`src/rtl/mips_pkg.sv`:
```
// Shared definitions for the single-cycle MIPS data-memory slice.
// Latency: n/a (types and constants only).
// Backpressure: n/a.
package mips_pkg;

   // Default data/address width of the datapath.
   localparam int N_BITS = 32;

   // Wait-state controller states.
   typedef enum logic [1:0] {
      IDLE = 2'd0,
      WAIT = 2'd1,
      DONE = 2'd2
   } dmem_state_t;

endpackage : mips_pkg

```
`src/rtl/data_mem_unit_if.sv`:
```
// Processor-to-data-memory bus: load/store request, address, data, status.
// Latency: n/a (wiring only).
// Backpressure: stall from the memory side holds the processor.
// master = processor (drives request/addr/write_data); slave = data_mem_unit.
interface data_mem_unit_if
   import mips_pkg::*;
#(
   parameter int n_bits = N_BITS
);
   logic              mem_read;
   logic              mem_write;
   logic [n_bits-1:0] addr;
   logic [n_bits-1:0] write_data;
   logic [n_bits-1:0] read_data;
   logic              stall;
   logic              misalign;

   modport master (
      output mem_read, mem_write, addr, write_data,
      input  read_data, stall, misalign
   );

   modport slave (
      input  mem_read, mem_write, addr, write_data,
      output read_data, stall, misalign
   );
endinterface : data_mem_unit_if

```
`src/rtl/dmem_ram.sv`:
```
// Word storage array with synchronous write and synchronous (registered) read.
// Latency: write lands and read data appears on the edge where the enable is high.
// Backpressure: none; enables are single-cycle strobes from the controller.
// Ports: clk, we/re strobes, word address, write data, registered read data.
module dmem_ram #(
   parameter int n_bits = 32,
   parameter int depth  = 64
) (
   input  logic                     clk,
   input  logic                     we,
   input  logic                     re,
   input  logic [$clog2(depth)-1:0] word_addr,
   input  logic [n_bits-1:0]        wdata,
   output logic [n_bits-1:0]        rdata
);

   // Contents are deliberately not reset.
   logic [n_bits-1:0] mem [depth];

   always_ff @(posedge clk) begin
      if (we) begin
         mem[word_addr] <= wdata;
      end
      if (re) begin
         rdata <= mem[word_addr];
      end
   end

endmodule : dmem_ram

```
`src/rtl/data_mem_unit.sv`:
```
// Data memory with programmable wait states for the single-cycle MIPS core.
// Latency: wait_cycles+2 cycles per access; load data valid in the DONE cycle.
// Backpressure: stall (combinational) holds PC / RegWrite while an access is pending.
// Ports: clk, reset (sync, active-high), bus (slave modport of data_mem_unit_if).
// Optional: define DMEM_MISALIGN_CHECK_EN to trap accesses with addr[1:0] != 0.
module data_mem_unit
   import mips_pkg::*;
#(
   parameter int n_bits      = N_BITS,
   parameter int depth       = 64,
   parameter int wait_cycles = 2
) (
   input  logic           clk,
   input  logic           reset,
   data_mem_unit_if.slave bus
);

   localparam int         AW       = $clog2(depth);
   localparam logic [3:0] CNT_INIT = (wait_cycles > 0) ? 4'(wait_cycles - 1) : 4'd0;

   dmem_state_t       state;
   logic [3:0]        cnt;
   logic              req;
   logic              complete;
   logic              mis_addr;
   logic              we;
   logic              re;
   logic              zero_q;     // read_data forced to 0 (after reset / misaligned access)
   logic [n_bits-1:0] ram_rdata;
   logic [AW-1:0]     word_addr;

   assign req       = bus.mem_read | bus.mem_write;
   assign word_addr = bus.addr[AW+1:2];

   // Access happens on the edge that enters DONE; reset on that edge cancels it.
   assign complete = !reset && req &&
                     (((state == IDLE) && (wait_cycles == 0)) ||
                      ((state == WAIT) && (cnt == 4'd0)));

`ifdef DMEM_MISALIGN_CHECK_EN
   logic misalign_q;
   logic unused_addr;

   assign mis_addr     = (bus.addr[1:0] != 2'b00);
   assign bus.misalign = misalign_q;
   assign unused_addr  = ^bus.addr[n_bits-1:AW+2];

   always_ff @(posedge clk) begin
      if (reset) begin
         misalign_q <= 1'b0;
      end else if (complete) begin
         misalign_q <= mis_addr;
      end
   end
`else
   logic unused_addr;

   assign mis_addr     = 1'b0;
   assign bus.misalign = 1'b0;
   assign unused_addr  = ^{bus.addr[n_bits-1:AW+2], bus.addr[1:0]};
`endif

   // Simultaneous read+write performs only the write; read_data is left alone.
   assign we = complete && bus.mem_write && !mis_addr;
   assign re = complete && bus.mem_read && !bus.mem_write && !mis_addr;

   dmem_ram #(
      .n_bits (n_bits),
      .depth  (depth)
   ) u_ram (
      .clk       (clk),
      .we        (we),
      .re        (re),
      .word_addr (word_addr),
      .wdata     (bus.write_data),
      .rdata     (ram_rdata)
   );

   // The RAM read register has no reset, so a registered zero flag gives
   // read_data its reset value and the zero load of a trapped access.
   assign bus.read_data = zero_q ? '0 : ram_rdata;
   assign bus.stall     = req && (state != DONE);

   always_ff @(posedge clk) begin
      if (reset) begin
         state  <= IDLE;
         cnt    <= 4'd0;
         zero_q <= 1'b1;
      end else begin
         if (complete) begin
            if (mis_addr) begin
               zero_q <= 1'b1;
            end else if (re) begin
               zero_q <= 1'b0;
            end
         end

         case (state)
            IDLE: begin
               if (req) begin
                  if (wait_cycles > 0) begin
                     state <= WAIT;
                     cnt   <= CNT_INIT;
                  end else begin
                     state <= DONE;
                  end
               end
            end
            WAIT: begin
               if (!req) begin
                  state <= IDLE;   // request withdrawn: abort, nothing accessed
                  cnt   <= 4'd0;
               end else if (cnt == 4'd0) begin
                  state <= DONE;
               end else begin
                  cnt <= cnt - 4'd1;
               end
            end
            DONE: begin
               state <= IDLE;
            end
            default: begin
               state <= IDLE;
               cnt   <= 4'd0;
            end
         endcase
      end
   end

endmodule : data_mem_unit

```
`src/flat_wrapper.sv`:
```
// flat-port wrapper written by rule: the top's interface ports become plain ports
module data_mem_unit_flat import mips_pkg::*;
#(
   parameter int n_bits      = N_BITS,
   parameter int depth       = 64,
   parameter int wait_cycles = 2
)
  (clk, reset, bus_mem_read, bus_mem_write, bus_addr, bus_write_data, bus_read_data, bus_stall, bus_misalign);
  data_mem_unit_if #(.n_bits(n_bits)) bus_i ();
  input  logic clk;
  input  logic reset;
  input wire logic [$bits(bus_i.mem_read)-1:0] bus_mem_read;
  input wire logic [$bits(bus_i.mem_write)-1:0] bus_mem_write;
  input wire logic [$bits(bus_i.addr)-1:0] bus_addr;
  input wire logic [$bits(bus_i.write_data)-1:0] bus_write_data;
  output wire logic [$bits(bus_i.read_data)-1:0] bus_read_data;
  output wire logic [$bits(bus_i.stall)-1:0] bus_stall;
  output wire logic [$bits(bus_i.misalign)-1:0] bus_misalign;
  assign bus_i.mem_read = bus_mem_read;
  assign bus_i.mem_write = bus_mem_write;
  assign bus_i.addr = bus_addr;
  assign bus_i.write_data = bus_write_data;
  assign bus_read_data = bus_i.read_data;
  assign bus_stall = bus_i.stall;
  assign bus_misalign = bus_i.misalign;
  data_mem_unit #(.n_bits(n_bits), .depth(depth), .wait_cycles(wait_cycles)) u_core (.clk(clk), .reset(reset), .bus(bus_i));
endmodule
```
`config.mk`:
```
export PLATFORM = sky130hd
export DESIGN_NAME = data_mem_unit_flat
export DESIGN_NICKNAME = d
export VERILOG_FILES = /design/src/rtl/mips_pkg.sv /design/src/rtl/data_mem_unit_if.sv /design/src/rtl/dmem_ram.sv /design/src/rtl/data_mem_unit.sv /design/src/flat_wrapper.sv
export SDC_FILE = /design/constraint.sdc
export NUM_CORES = 2
export LEC_CHECK = 0
export ABC_AREA = 1
export BUFFER_PORTS_ARGS = -buffer_cell sky130_fd_sc_hd__buf_2
export CAP_MARGIN = 20
export CORE_MARGIN = 2
export CORE_UTILIZATION = 50
export DETAILED_ROUTE_END_ITERATION = 8
export GPL_TIMING_DRIVEN = 1
export PLACE_DENSITY = 0.65
export REMOVE_ABC_BUFFERS = 1
export SYNTH_ARGS = -nofsm -noshare
export SYNTH_HDL_FRONTEND = slang
export SYNTH_SLANG_ARGS = --single-unit
```
`constraint.sdc`:
```
create_clock -name clk -period 3.93 [get_ports clk]
set_input_delay 0.786 -clock clk [delete_from_list [all_inputs] [get_ports clk]]
set_output_delay 0.786 -clock clk [all_outputs]
set_load 0.02 [all_outputs]
```
Word level (Yosys, flattened, before mapping)
Memories as Yosys holds them, arrays and structs flattened. A register that Yosys moved wholly into a read port is not among the register bits.
Cells that the tools add are included.
- bits of input ports: 68
- register bits after elaboration: 7
- memories: 1
- RAM bits: 2048
- output and inout port bits: 34
- word-level logic and storage cells: 38
- reduce and logical (&&, ||, !) cells: 14
- eq/ne operators: 6
- bitwise logic cells: 2
- add/subtract/negate cells: 1
- muxes and demuxes: 11
- memories (memory ; words ; bits a word ; rd ports ; clocked after memory_dff ; wr ports ; line ; text):
    u_core.u_ram.mem ; 64 ; 32 ; 1 ; 1 ; 1 ; dmem_ram.sv:18 ; logic [n_bits-1:0] mem [depth];
- operators with widths (operator ; number):
    $mux W32 ; 1
    $mux W4 ; 3
    $pmux W4 S3 ; 1
    $logic_and A1 B1 Y1 ; 7
    $mux W2 ; 3
    $ne A3 B3 Y1 const B ; 2
    $logic_not A4 Y1 ; 1
    $pmux W2 S2 ; 1
    $reduce_and A2 Y1 ; 2
    $sub A4 B1 Y4 const B ; 1
    $reduce_and A3 Y1 ; 1
    $eq A2 B1 Y1 const B ; 1
    $eq A2 B2 Y1 const B ; 1
    $logic_not A1 Y1 ; 2
    $logic_not A2 Y1 ; 1
    $mux W1 ; 2
    $ne A2 B1 Y1 const B ; 1
    $ne A2 B2 Y1 const B ; 1
    $not A1 Y1 ; 1
    $or A1 B1 Y1 ; 1

Logic depth before layout (Yosys ltp)
- depth in word-level cells: 6
- mapped depth: 15

Cells and area by module
From an unflattened synthesis, not the netlist that was laid out.
- cell total of the unflattened synthesis: 8577
- area total of the unflattened synthesis: 87525.2 um2
- modules (own cells, without submodules) (module ; cells each ; instances ; sequential area each (um2) ; area each (um2)):
    dmem_ram ; 8440 ; 1 ; 62459.9 ; 86823.3
    data_mem_unit ; 137 ; 1 ; 140.1 ; 701.9

Worst setup path before layout
OpenSTA, ideal clock, no wires.
- path type: input to register
- start point: in bus_addr[3]
- end point: mem u_core.u_ram.mem[12][0], enable pin
- buffers on the path: 3
- setup slack: 0.375 ns
- arrival: 3.133 ns
- library setup time: 0.421 ns
- stages on the path: 6
- path through: buf_2 -> buf_2 -> buf_2 -> nor2_1 -> nand3_1 -> nor2_1
- RTL lines (what ; line ; text):
    from (decl) ; flat_wrapper.sv:14 ; input wire logic [$bits(bus_i.addr)-1:0] bus_addr;
    to (decl) ; dmem_ram.sv:18 ;
No word-level cell before the write port.

Worst setup path in the final report
- start point: reg u_core.cnt[0]
- end point: mem u_core.u_ram.mem[24][17], enable pin
- cells in the longest elaborated chain, start to end: 6
- ends and longest elaborated chain (what ; line ; text):
    from (decl) ; data_mem_unit.sv:22 ; logic [3:0] cnt;
    from (signal assigned) ; data_mem_unit.sv:116 ; cnt <= cnt - 4'd1;
    $logic_not A4 Y1 ; data_mem_unit.sv:38 ; ((state == WAIT) && (cnt == 4'd0)));
    $logic_and A1 B1 Y1 ; data_mem_unit.sv:38 ;
    $logic_and A1 B1 Y1 ; data_mem_unit.sv:36 ; assign complete = !reset && req &&
    $logic_and A1 B1 Y1 ; data_mem_unit.sv:64 ; assign we = complete && bus.mem_write && !mis_addr;
    $mux W1 ; dmem_ram.sv:21 ; if (we) begin
    $mux W1 (implied by the code) ; dmem_ram.sv:22 ; mem[word_addr] <= wdata;
Every way passes these cells.

==> impl_summary.txt <==
----------------------------------------------------
[Route]
  Overall routed net length ... approximately 230000 um
  Initial DRC Count ... 6238
  Vias ... 58600
  Final routed wire length divided by cell count ... 20.4 um
  DR vias/cell ... 5.26
  DRC Markers ... 0
  Antenna Nets Post-Route ... 0
  Detailed-router iteration count before antenna repair ... 6

[Placed design]
  Total cell area at the placement stage ... 91900 sq um
  Post-DP HPWL ... approximately 120000 um
  Number of buffer cells added on primary ports ... 74
  Final Wtd Congestion ... a little over 0.8

[Final layout]
  Area growth from synthesis to final layout ... 12.8%
  Share of post-route cells with drive strength above 1 ... under 10%
  Total number of nets in the final design ... 8719
  Final cell area excluding filler cells ... around 99000 sq um

[Synth]
  Area share of the largest cell type after synthesis ... 71.4%
  Number of enable-type register cells in the synthesized netlist ... 2080
  Post-synthesis sequential area ratio ... 71.6%
  Area of the mapped netlist ... approximately 90000 sq um
  Average instance area after synthesis ... between 10 and 15 sq um
  Flip-flop and latch count after synthesis ... between 2000 and 2500
  Top cell types by occurrence after synthesis ... sky130_fd_sc_hd__nand2_1 (5733), sky130_fd_sc_hd__edfxtp_1 (2080), sky130_fd_sc_hd__buf_2 (213)
  Fraction of registers with async set/reset ... 0%
  Most used standard cell by instance count after synthesis ... sky130_fd_sc_hd__nand2_1
  Largest area contributor in the netlist ... sky130_fd_sc_hd__edfxtp_1
  Primary FF master, synth ... sky130_fd_sc_hd__edfxtp_1
  Number of warnings printed during yosys synthesis ... 0
  Largest cells by area after synthesis ... sky130_fd_sc_hd__edfxtp_1 (71%), sky130_fd_sc_hd__nand2_1 (25%), sky130_fd_sc_hd__buf_2 (1.2%)
  Count of cell types in the netlist ... 29
  Synthesized netlist cell count ... 8555

[Floorplanning]
  Die outline height ... approximately 420 um
  Die area ... 178000 sq um
  Core box area ... 174000 sq um
  Total number of placement rows ... 153
  Die X ... ~420 um
  IO Count ... 102
  Initial core utilization ... 50.3%

[Run status]
  Result of the run ... finished clean

[GRT]
  Most crowded layer after global routing ... met2
  Number of global-route vias before repair ... 55200
  Met1 demand-to-capacity share in global routing ... 35.2%
  Total congestion overflow ... 0
  Global-route track usage on met2 ... 41.5%
  Aggregate global-route resource usage ... approximately a quarter
  Initial antenna violation count ... 23
  Global-route wire length before repair ... 341000 um
  Grt met3 use ... under 10%
  Maximum number of pins on one net before global-route repair ... approximately 170

[Setup path]
  Required time at the endpoint of the critical path ... about 4.4 ns
  Startpoint types ... flop
  Cell Chain, Critical Path ... inv_1 -> ha_1 -> nand2_1 -> nor2_1 -> nand2_1 -> nor3_4 -> nand3_1 -> buf_4 -> nor2_4 -> buf_4
  Setup Crit Path Kind ... flop to flop
  Critical path's slowest cell ... sky130_fd_sc_hd__nand3_1
  Biggest cell delay along the critical path ... 0.43 ns
  Largest fanout on the critical path ... 21
  Type of destination of the critical path ... flop
  Data arrival time of the worst path ... 3.49 ns

[Timing]
  Setup repair after global routing missed its margin ... false
  Count of endpoints failing hold in the final timing report ... 0
  Slew headroom ... 24.0%
  Final setup fails ... 0
  Final setup skew ... 0.0273 ns
  Post-route fraction of the period consumed by the critical path ... about three quarters
  Achievable clock frequency ... between 0.3 and 0.4 GHz
  Slew at the pin closest to its max-slew limit ... 1.14 ns
  Final critical delay including setup and external delays ... 3.02 ns
  Number of pins with negative max-slew slack in the final report ... 0

[Hold path]
  Worst Hold Class ... primary input to flop

[CTS]
  Setup Buffers After CTS ... 0
  Source-to-sink clock delay at the later pin of the worst-skew pair ... 0.86 ns
  Number of gates resized after cts ... 0
  CTS tree ... built
  Num Clock Sinks ... about 2100
  Register clock-pin slew on the reported worst setup and hold paths ... about 0.060 ns
  Count of hold buffers inserted by post-cts repair ... 0
  Count of H-tree levels built during CTS ... 4
  Bufs on Longest Clock Path ... 3
  Root Buffer ... sky130_fd_sc_hd__clkbuf_16
  Clock buffer count from CTS ... a little over 200

[Pwr]
  Static leakage power ... between 40 and 50 nW
  Total power ... ~46 mW
  Portion of total power attributed to combinational logic ... 5.7%
  Part of the total power dissipated in the clock network ... 41.3%
  P_sw ... ~10 mW
  IR drop worst, VDD ... 0.452 mV
  Reg power frac ... 53.0%
  Power Internal ... 35.9 mW
  Switching fraction of total power ... 22.3%
  Power density over cell area ... 469 nW/um^2

[Run]
  Max Cap Viol ... 0

----------------------------------------------------
## sequential cells by signal, indices dropped and copies added (netlist names)
register,cells
u_core.u_ram.rdata,32
u_core.u_ram.mem,2048
u_core.cnt,4
u_core.state,2
u_core.zero_q,1
## critical path, delay by kind of cell, from the launching register on
family	cells	cell delay, ns
adder cells (fa/ha/maj)	1	0.16
buffers and inverters	3	0.89
AND/OR/NAND/NOR	6	1.28
flip-flops	1	0.31
## cells by family (layout without fill, tap and decap cells)
logic type | Yosys count | in the layout | synth area share, %
adders and majority gates | 2 | 2 | 0.0286
DFF | 2087 | 2087 | 71.6
AOI/OAI and AO/OA | 22 | 22 | 0.147
other | 1 | 10 | 0.00429
xor gates and xnor gates | 1 | 1 | 0.0100
and+or+nand+nor | 5948 | 5948 | 25.6
buffers and inverters | 494 | 752 | 2.57
## layout by cell type (no fill, tap or decap), types with 6 or more instances in the layout
master / netlist / layout
sky130_fd_sc_hd__dfxtp_1: 7 / 6
sky130_fd_sc_hd__edfxtp_1: 2080 / 2080
sky130_fd_sc_hd__buf_12: 0 / 78
sky130_fd_sc_hd__clkbuf_16: 0 / 208
sky130_fd_sc_hd__nand3_1: 15 / 15
sky130_fd_sc_hd__diode_2: 0 / 9
sky130_fd_sc_hd__buf_2: 213 / 71
sky130_fd_sc_hd__o21ai_0: 10 / 10
sky130_fd_sc_hd__or2_2: 6 / 6
sky130_fd_sc_hd__inv_1: 62 / 62
sky130_fd_sc_hd__nor2_4: 0 / 64
sky130_fd_sc_hd__clkinv_8: 0 / 6
sky130_fd_sc_hd__clkbuf_1: 157 / 47
sky130_fd_sc_hd__nand2_1: 5733 / 5733
sky130_fd_sc_hd__bufinv_16: 0 / 16
sky130_fd_sc_hd__nor2_1: 180 / 116
sky130_fd_sc_hd__buf_4: 22 / 158
sky130_fd_sc_hd__nor3_4: 1 / 8
sky130_fd_sc_hd__clkinv_1: 0 / 49
sky130_fd_sc_hd__clkinv_2: 1 / 30
## power groups by stage
stage               clock (mW)  combinational [mW]  sequential, mW
floorplan                    0                1.35            25.0
global placement             0                2.55            25.0
detailed placement           0                2.60            25.0
CTS                       19.4                2.61            24.5
global route              20.2                2.95            24.5
finish                    19.1                2.65            24.5
## layer usage
layer | routed length (um) | vias to the layer above
met3 | 16500 | 379
met5 | 20 | -
met4 | 6530 | 4
met2 | 109000 | 2232
li1 | - | 27800
met1 | 95300 | 28200
## area by class of cell
cell class,instances,area [sq um]
Clock buffer,255,5380
Multi-Input combinational cell,5974,23100
Antenna cell,9,22.5
Tap cell,2325,2910
Fill cell,14400,75200
Timing Repair Buffer,310,3150
Sequential cell,2087,62600
Clock inverter,118,1150
Inverter,69,309
## worst paths after layout
| kind | slack (ns) | startpoint | end | cells after the start |
|---|---|---|---|---|
| setup / recovery | 0.91 | u_core.cnt[0] | u_core.u_ram.mem[24][17] | 10 |
| hold / removal | 0.21 | bus_write_data[24] | u_core.u_ram.mem[39][24] | 1 |
| setup reg to reg | 0.91 | u_core.cnt[0] | u_core.u_ram.mem[24][17] | 10 |
| hold reg to reg | 0.51 | u_core.state[0] | u_core.state[0] | 1 |
## per-stage QoR
stage / util, % / cells / setup TNS [ns] / worst slack (ns) / hold WS [ns]
finish: 56.8 / 11100 / 0 / 0.914 / 0.214
global route: 56.7 / 11100 / 0 / 0.772 / 0.200
CTS: 56.6 / 11100 / 0 / 0.867 / 0.150
detailed placement: 52.8 / 10800 / 0 / 0.530 / 0.507
global placement: 52.8 / 10800 / 0 / 0.503 / 0.492
floorplan: - / 8130 / -4491.20 / -3.87 / 0.468
No activity file was read; power rests on OpenSTA's default activity.
